$ cat config.mk
export PLATFORM = sky130hd
export DESIGN_NAME = gpio_port_flat
export DESIGN_NICKNAME = d
export VERILOG_FILES = /design/src/rtl/gpio_port_if.sv /design/src/rtl/gpio_port.sv /design/src/flat_wrapper.sv
export SDC_FILE = /design/constraint.sdc
export NUM_CORES = 1
export LEC_CHECK = 0
export CAP_MARGIN = 5
export CORE_MARGIN = 1
export CORE_UTILIZATION = 25
export CTS_CLUSTER_DIAMETER = 80
export DETAILED_ROUTE_END_ITERATION = 10
export PLACE_DENSITY_LB_ADDON = 0.12
export SYNTH_ARGS = -nofsm -noshare
export SYNTH_HDL_FRONTEND = slang
export SYNTH_SLANG_ARGS = --single-unit
$ cat constraint.sdc
create_clock -name clk -period 5.85 [get_ports clk]
set_input_delay 1.4625 -clock clk [delete_from_list [all_inputs] [get_ports clk]]
set_output_delay 1.4625 -clock clk [all_outputs]
set_load 0.05 [all_outputs]
$ cat src/rtl/gpio_port_if.sv
// ============================================================================
// Module      : data_bus (interface)
// Description : Simple request/grant register bus with one-cycle read return.
// Revision    : 1.0 - initial release
// ============================================================================
`default_nettype none

interface data_bus;
    logic        req;
    logic        we;
    logic [31:0] addr;
    logic [31:0] wdata;
    logic        gnt;
    logic        rvalid;
    logic [31:0] rdata;

    modport master (output req, we, addr, wdata, input gnt, rvalid, rdata);
    modport slave  (input req, we, addr, wdata, output gnt, rvalid, rdata);
endinterface

`default_nettype wire

$ cat src/rtl/gpio_port.sv
// ============================================================================
// Module      : gpio_port
// Description : Memory-mapped GPIO port with input synchroniser and optional
//               edge interrupts (enabled by macro GPIO_PORT_IRQ_EN).
// Revision    : 1.0 - initial release
// ============================================================================
`default_nettype none

module gpio_port #(
    parameter int WIDTH       = 32,
    parameter int SYNC_STAGES = 2
) (
    input  logic             clk,
    input  logic             rst,
    data_bus.slave           dbus,
    output logic [WIDTH-1:0] dout,
    output logic [WIDTH-1:0] oe,
    input  logic [WIDTH-1:0] din,
    output logic             irq
);

    localparam logic [11:0] c_ODR = 12'h000;
    localparam logic [11:0] c_IDR = 12'h004;
    localparam logic [11:0] c_DIR = 12'h008;
    localparam logic [11:0] c_SET = 12'h00C;
    localparam logic [11:0] c_CLR = 12'h010;
    localparam logic [11:0] c_IRE = 12'h014;
    localparam logic [11:0] c_IFE = 12'h018;
    localparam logic [11:0] c_ISR = 12'h01C;

    logic [WIDTH-1:0] r_odr;
    logic [WIDTH-1:0] r_dir;
    logic [WIDTH-1:0] r_sync [SYNC_STAGES];
    logic             r_rvalid;
    logic [31:0]      r_rdata;

    logic             w_wr;
    logic             w_rd;
    logic [11:0]      w_off;
    logic [WIDTH-1:0] w_wdata;
    logic [WIDTH-1:0] w_idr;
    logic [WIDTH-1:0] w_ire;
    logic [WIDTH-1:0] w_ife;
    logic [WIDTH-1:0] w_isr;
    logic [31:0]      w_rdata;
    logic             w_unused;

    assign w_wr     = dbus.req & dbus.we;
    assign w_rd     = dbus.req & ~dbus.we;
    assign w_off    = dbus.addr[11:0];
    assign w_wdata  = dbus.wdata[WIDTH-1:0];
    assign w_idr    = r_sync[SYNC_STAGES-1];
    assign w_unused = ^{dbus.addr[31:12], dbus.wdata};

    assign dbus.gnt    = dbus.req;
    assign dbus.rvalid = r_rvalid;
    assign dbus.rdata  = r_rdata;
    assign dout        = r_odr;
    assign oe          = r_dir;

    always_ff @(posedge clk or posedge rst) begin
        if (rst) begin
            for (int i = 0; i < SYNC_STAGES; i++) r_sync[i] <= '0;
        end else begin
            r_sync[0] <= din;
            for (int i = 1; i < SYNC_STAGES; i++) r_sync[i] <= r_sync[i-1];
        end
    end

    always_ff @(posedge clk or posedge rst) begin
        if (rst) begin
            r_odr <= '0;
            r_dir <= '0;
        end else if (w_wr) begin
            case (w_off)
                c_ODR:   r_odr <= w_wdata;
                c_SET:   r_odr <= r_odr | w_wdata;
                c_CLR:   r_odr <= r_odr & ~w_wdata;
                c_DIR:   r_dir <= w_wdata;
                default: ;
            endcase
        end
    end

`ifdef GPIO_PORT_IRQ_EN
    logic [WIDTH-1:0] r_prev;
    logic [WIDTH-1:0] r_ire;
    logic [WIDTH-1:0] r_ife;
    logic [WIDTH-1:0] r_isr;
    logic [WIDTH-1:0] w_set;
    logic [WIDTH-1:0] w_w1c;

    // Events use the enables as they stand when the edge is seen, so a later
    // enable write never picks up an old edge.
    assign w_set = ((w_idr & ~r_prev) & r_ire) | ((~w_idr & r_prev) & r_ife);
    assign w_w1c = (w_wr && (w_off == c_ISR)) ? w_wdata : '0;

    always_ff @(posedge clk or posedge rst) begin
        if (rst) begin
            r_prev <= '0;
            r_ire  <= '0;
            r_ife  <= '0;
            r_isr  <= '0;
        end else begin
            r_prev <= w_idr;
            r_isr  <= (r_isr & ~w_w1c) | w_set;
            if (w_wr && (w_off == c_IRE)) r_ire <= w_wdata;
            if (w_wr && (w_off == c_IFE)) r_ife <= w_wdata;
        end
    end

    assign w_ire = r_ire;
    assign w_ife = r_ife;
    assign w_isr = r_isr;
    assign irq   = |r_isr;
`else
    assign w_ire = '0;
    assign w_ife = '0;
    assign w_isr = '0;
    assign irq   = 1'b0;
`endif

    always_comb begin
        w_rdata = '0;
        case (w_off)
            c_ODR:   w_rdata[WIDTH-1:0] = r_odr;
            c_IDR:   w_rdata[WIDTH-1:0] = w_idr;
            c_DIR:   w_rdata[WIDTH-1:0] = r_dir;
            c_IRE:   w_rdata[WIDTH-1:0] = w_ire;
            c_IFE:   w_rdata[WIDTH-1:0] = w_ife;
            c_ISR:   w_rdata[WIDTH-1:0] = w_isr;
            default: w_rdata = '0;
        endcase
    end

    always_ff @(posedge clk or posedge rst) begin
        if (rst) begin
            r_rvalid <= 1'b0;
            r_rdata  <= '0;
        end else begin
            r_rvalid <= dbus.req;
            if (w_rd) r_rdata <= w_rdata;
        end
    end

endmodule

`default_nettype wire

$ cat src/flat_wrapper.sv
// flat-port wrapper written by rule: the top's interface ports become plain ports
module gpio_port_flat 
#(
    parameter int WIDTH       = 32,
    parameter int SYNC_STAGES = 2
)
  (clk, rst, dout, oe, din, irq, dbus_req, dbus_we, dbus_addr, dbus_wdata, dbus_gnt, dbus_rvalid, dbus_rdata);
  data_bus dbus_i ();
  input  logic clk;
  input  logic rst;
  output logic [WIDTH-1:0] dout;
  output logic [WIDTH-1:0] oe;
  input  logic [WIDTH-1:0] din;
  output logic irq;
  input wire logic [$bits(dbus_i.req)-1:0] dbus_req;
  input wire logic [$bits(dbus_i.we)-1:0] dbus_we;
  input wire logic [$bits(dbus_i.addr)-1:0] dbus_addr;
  input wire logic [$bits(dbus_i.wdata)-1:0] dbus_wdata;
  output wire logic [$bits(dbus_i.gnt)-1:0] dbus_gnt;
  output wire logic [$bits(dbus_i.rvalid)-1:0] dbus_rvalid;
  output wire logic [$bits(dbus_i.rdata)-1:0] dbus_rdata;
  assign dbus_i.req = dbus_req;
  assign dbus_i.we = dbus_we;
  assign dbus_i.addr = dbus_addr;
  assign dbus_i.wdata = dbus_wdata;
  assign dbus_gnt = dbus_i.gnt;
  assign dbus_rvalid = dbus_i.rvalid;
  assign dbus_rdata = dbus_i.rdata;
  gpio_port #(.WIDTH(WIDTH), .SYNC_STAGES(SYNC_STAGES)) u_core (.clk(clk), .rst(rst), .dbus(dbus_i), .dout(dout), .oe(oe), .din(din), .irq(irq));
endmodule
**Word-level counts from Yosys, hierarchy flattened**

Cells that the tools add are included.

- Reductions and logical operators: 4
- Muxes and demuxes: 2
- Equal/unequal tests: 4
- Bitwise logic cells: 6

Operator list:

| kind | number |
|---|---|
| 32-bit one-hot mux with 3 select lines | 2 |
| 32-bit AND | 1 |
| 32-bit NOT | 1 |
| 32-bit bitwise OR | 1 |
| 12-bit by 4-bit == test with 1-bit output (second input constant) | 2 |
| 12-bit by 3-bit == test with 1-bit output (second input constant) | 1 |
| 12-bit by 5-bit == test with 1-bit output (second input constant) | 1 |
| 12-bit zero test | 1 |
| 2-bit AND reduction | 2 |
| 3-bit nonzero test | 1 |
| 1-bit AND | 2 |
| 1-bit NOT | 1 |

- Word-level logic and storage cells: 22
- Output and inout port bits: 99
- Register bits after elaboration: 161

**Longest topological paths before layout**

- Depth after elaboration: 3
- Mapped depth: 7

**Worst setup path before layout**

Ideal clock, no wire load.

- Path kind: input-to-output
- From: in dbus_req
- To: out dbus_gnt
- Stages: 1
- Arrival time: 1632 ps
- Required time: 4388 ps
- Slack: 2755 ps
- Cell sequence: buf_4

RTL lines:

| item | line | source |
|---|---|---|
| start: declaration | flat_wrapper.sv:15 | `input wire logic [$bits(dbus_i.req)-1:0] dbus_req;` |
| end: declaration | flat_wrapper.sv:19 | `output wire logic [$bits(dbus_i.gnt)-1:0] dbus_gnt;` |

No word-level cell between the ends.

**Final worst setup path**

- From: in dbus_req
- To: out dbus_gnt

No word-level cell between the ends.

==> run summary <==
Initial core utilization -> 25.5%
Slew headroom -> 36.6%
Initial antenna violation count -> 1
Max-cap viol count -> 0
Slowest-stage cell, CP -> clkdlybuf4s50_1
Tmin final -> 4.30 ns
Row count -> 56
Pre-antenna DRT Iters -> 4
Clock skew -> 0.00654 ns
Die W -> 157 um
Final #Nets -> 679
Area growth syn-to-layout -> 45.6%
Crit-path max FO -> 5
Worst Path Required -> 4.39 ns
Die height -> 157 um
Mean Syn Cell Area -> 14.7 um^2
Dpl hpwl -> 10900 um
Vias per inst -> 4.56
Reg2Reg Launch Point -> u_core.dout[3]$_DFFE_PP0P_
Die area -> 0.0246 mm^2
Hold Fails Final Rpt -> 0
Crit path DAT -> 2.84 ns
CP Class -> primary input to output pin
Maximum VDD drop -> 0.000189 V
Hold Crit Class -> flip-flop to flip-flop
CP peak stage delay -> 0.83 ns
R2R setup slack -> 4.88 ns
Most frequent cells in the layout -> clkdlybuf4s50_1 (176), dfrtp_1 (161)
TritonCTS clock tree -> done
Ant. Diodes -> 0
Number of fill cells -> 2255
Post-Syn Nets -> 506
Routed len/inst -> 19.1 um
Commonest non-fill, non-tap cell in the layout -> clkdlybuf4s50_1
Core Util, Final -> 37.1%
Worst Hold End -> u_core.w_idr[16]$_DFF_PP0_
Largest net degree at the start of global routing -> 82
Worst setup SP type -> primary input
P_leak -> 3.66 nW
Number of synthesized flops with an enable pin -> 0
Asr flop ratio synth -> 100%
Hold Crit Start -> u_core.r_sync[48]$_DFF_PP0_
Tot GR Track Use -> 14.7%
Clk pin slew, worst setup/hold paths -> 0.06 ns
Antenna viol nets, final -> 0
Final TNS setup -> 0 ns
Final Hold Slack -> 0.348 ns
Num Clock Sinks -> 161
RSZ-0062 raised after global routing -> false
Worst path cell trace -> clkdlybuf4s50_1 -> clkdlybuf4s50_1
Seq cells post-synth -> 161
Starting DRT DRC Count -> 243
Worst slew pin tran -> 0.951 ns
H-tree depth -> 4
Most used DFF post-synth -> dfrtp_1
Cell family with most CP delay -> buffers and inverters
RePlAce Congestion -> 0.729
Worst slack, placed -> 1.55 ns
Warnings from Yosys -> 0
Total power divided by cell area -> 363 mW/mm^2
Worst Hold Depth -> 0
Vias in the first global route -> 4351
# resized after CTS -> 0
Final Max Tran Viols -> 0
TritonCTS Buffers -> 17
Achievable frequency -> 232 MHz
Post-CTS setup buffers -> 0
Crit path top cell by count -> clkdlybuf4s50_1
CTS max path bufs -> 2
Post-Synthesis Cells -> 406
Worst r2r path cells -> 2
Share of post-route cells with drive strength above 1 -> 13.2%
Root Buffer -> clkbuf_16
Grt ovf -> 0
Crit path capture type -> output pin
# hold bufs at CTS -> 0
Setup violators final -> 0
Via count -> 4150
IO Port Bufs -> 177
Finished Layout Cells -> 911
Period utilization -> 73.6%
Reg-to-reg critical path endpoint -> u_core.dout[3]$_DFFE_PP0P_
First-pass GRT wire length -> 26200 um
Clk Latency, worst-skew pair -> 0.43 ns
Residual DRC count -> 0
Ports -> 199
Status -> finished clean
WP buf/inv -> 2
Netlist Area Pre-Place -> 0.00598 mm^2
Cell variety after synth -> 30
Post-route setup slack -> 1.55 ns
Placed Cells -> 879
CORE AREA -> 0.0235 mm^2
DRT Wirelength -> 17400 um
Sequential fraction of the synthesis area -> 67.3%
==> synthesized netlist by cell type, types with 2 or more instances <==
master	count	area, um^2
clkbuf_1	21	78.8
a221o_1	32	320
dfrtp_1	161	4030
o21ai_0	27	135
buf_4	5	37.5
nor2_1	4	15.0
o21ai_1	5	25.0
nor3b_1	32	240
mux2i_1	32	320
buf_2	2	10.0
and4_1	2	17.5
a22oi_1	32	240
mux2_2	31	349
nand2b_1	2	12.5
buf_6	3	33.8
==> sequential cells by signal, summed over array words and instances (netlist names) <==
register / cells
u_core.dout: 32
u_core.dbus.rvalid: 1
u_core.r_sync: 32
u_core.oe: 32
u_core.w_idr: 32
u_core.dbus.rdata: 32
==> cells by family after synthesis <==
family,Yosys count,share of synthesized area [%]
AOI/OAI and AO/OA,97,12.1
muxes,64,11.4
and+or+nand+nor,50,6.21
xor gates and xnor gates,1,0.146
other,1,0.0627
DFF,161,67.3
buffers and inverters,32,2.74
==> power breakdown <==
part,internal [mW],switching [mW],total [mW]
registers,1.21,0.0839,1.30
clock network,0.685,0.492,1.18
logic,0.280,0.407,0.687
total,2.18,0.983,3.16
==> through the flow <==
stage / area [um^2] / power (mW)
final: 8710 / 3.16
after global routing: 8710 / 3.29
after CTS: 8710 / 3.20
after detailed placement: 8090 / 2.01
after global placement: 8090 / 2.00
after floorplan: 5980 / 1.73
==> metal layers <==
layer	track usage, %	vias up	share of wire [%]	routed length [um]
li1	-	1870	-	-
met1	18.5	2131	45	7810
met2	23.6	130	47	8240
met3	4.62	17	6.3	1090
met4	5.18	2	1.3	218
met5	0	-	0.046	8
==> worst max path at each step <==
stage / startpoint / cells past startpoint / endpoint
finish: dbus_req / 2 / dbus_gnt
global route: dbus_req / 2 / dbus_gnt
CTS: dbus_req / 2 / dbus_gnt
detailed placement: dbus_req / 2 / dbus_gnt
global placement: dbus_req / 2 / dbus_gnt
floorplan: rst / 1 / u_core.dbus.rdata[0]$_DFFE_PP0P_
==> cell type report <==
type,count,area (um^2),share of cell area [%]
inverter,1,8.76,0.101
clock inverter,15,196,2.25
clock buffer,17,425,4.88
multi-input combinational,213,1810,20.8
tap,319,399,4.58
timing repair buffer,185,1840,21.1
sequential,161,4030,46.2
Note: power is estimated with default switching activity, not from simulation.
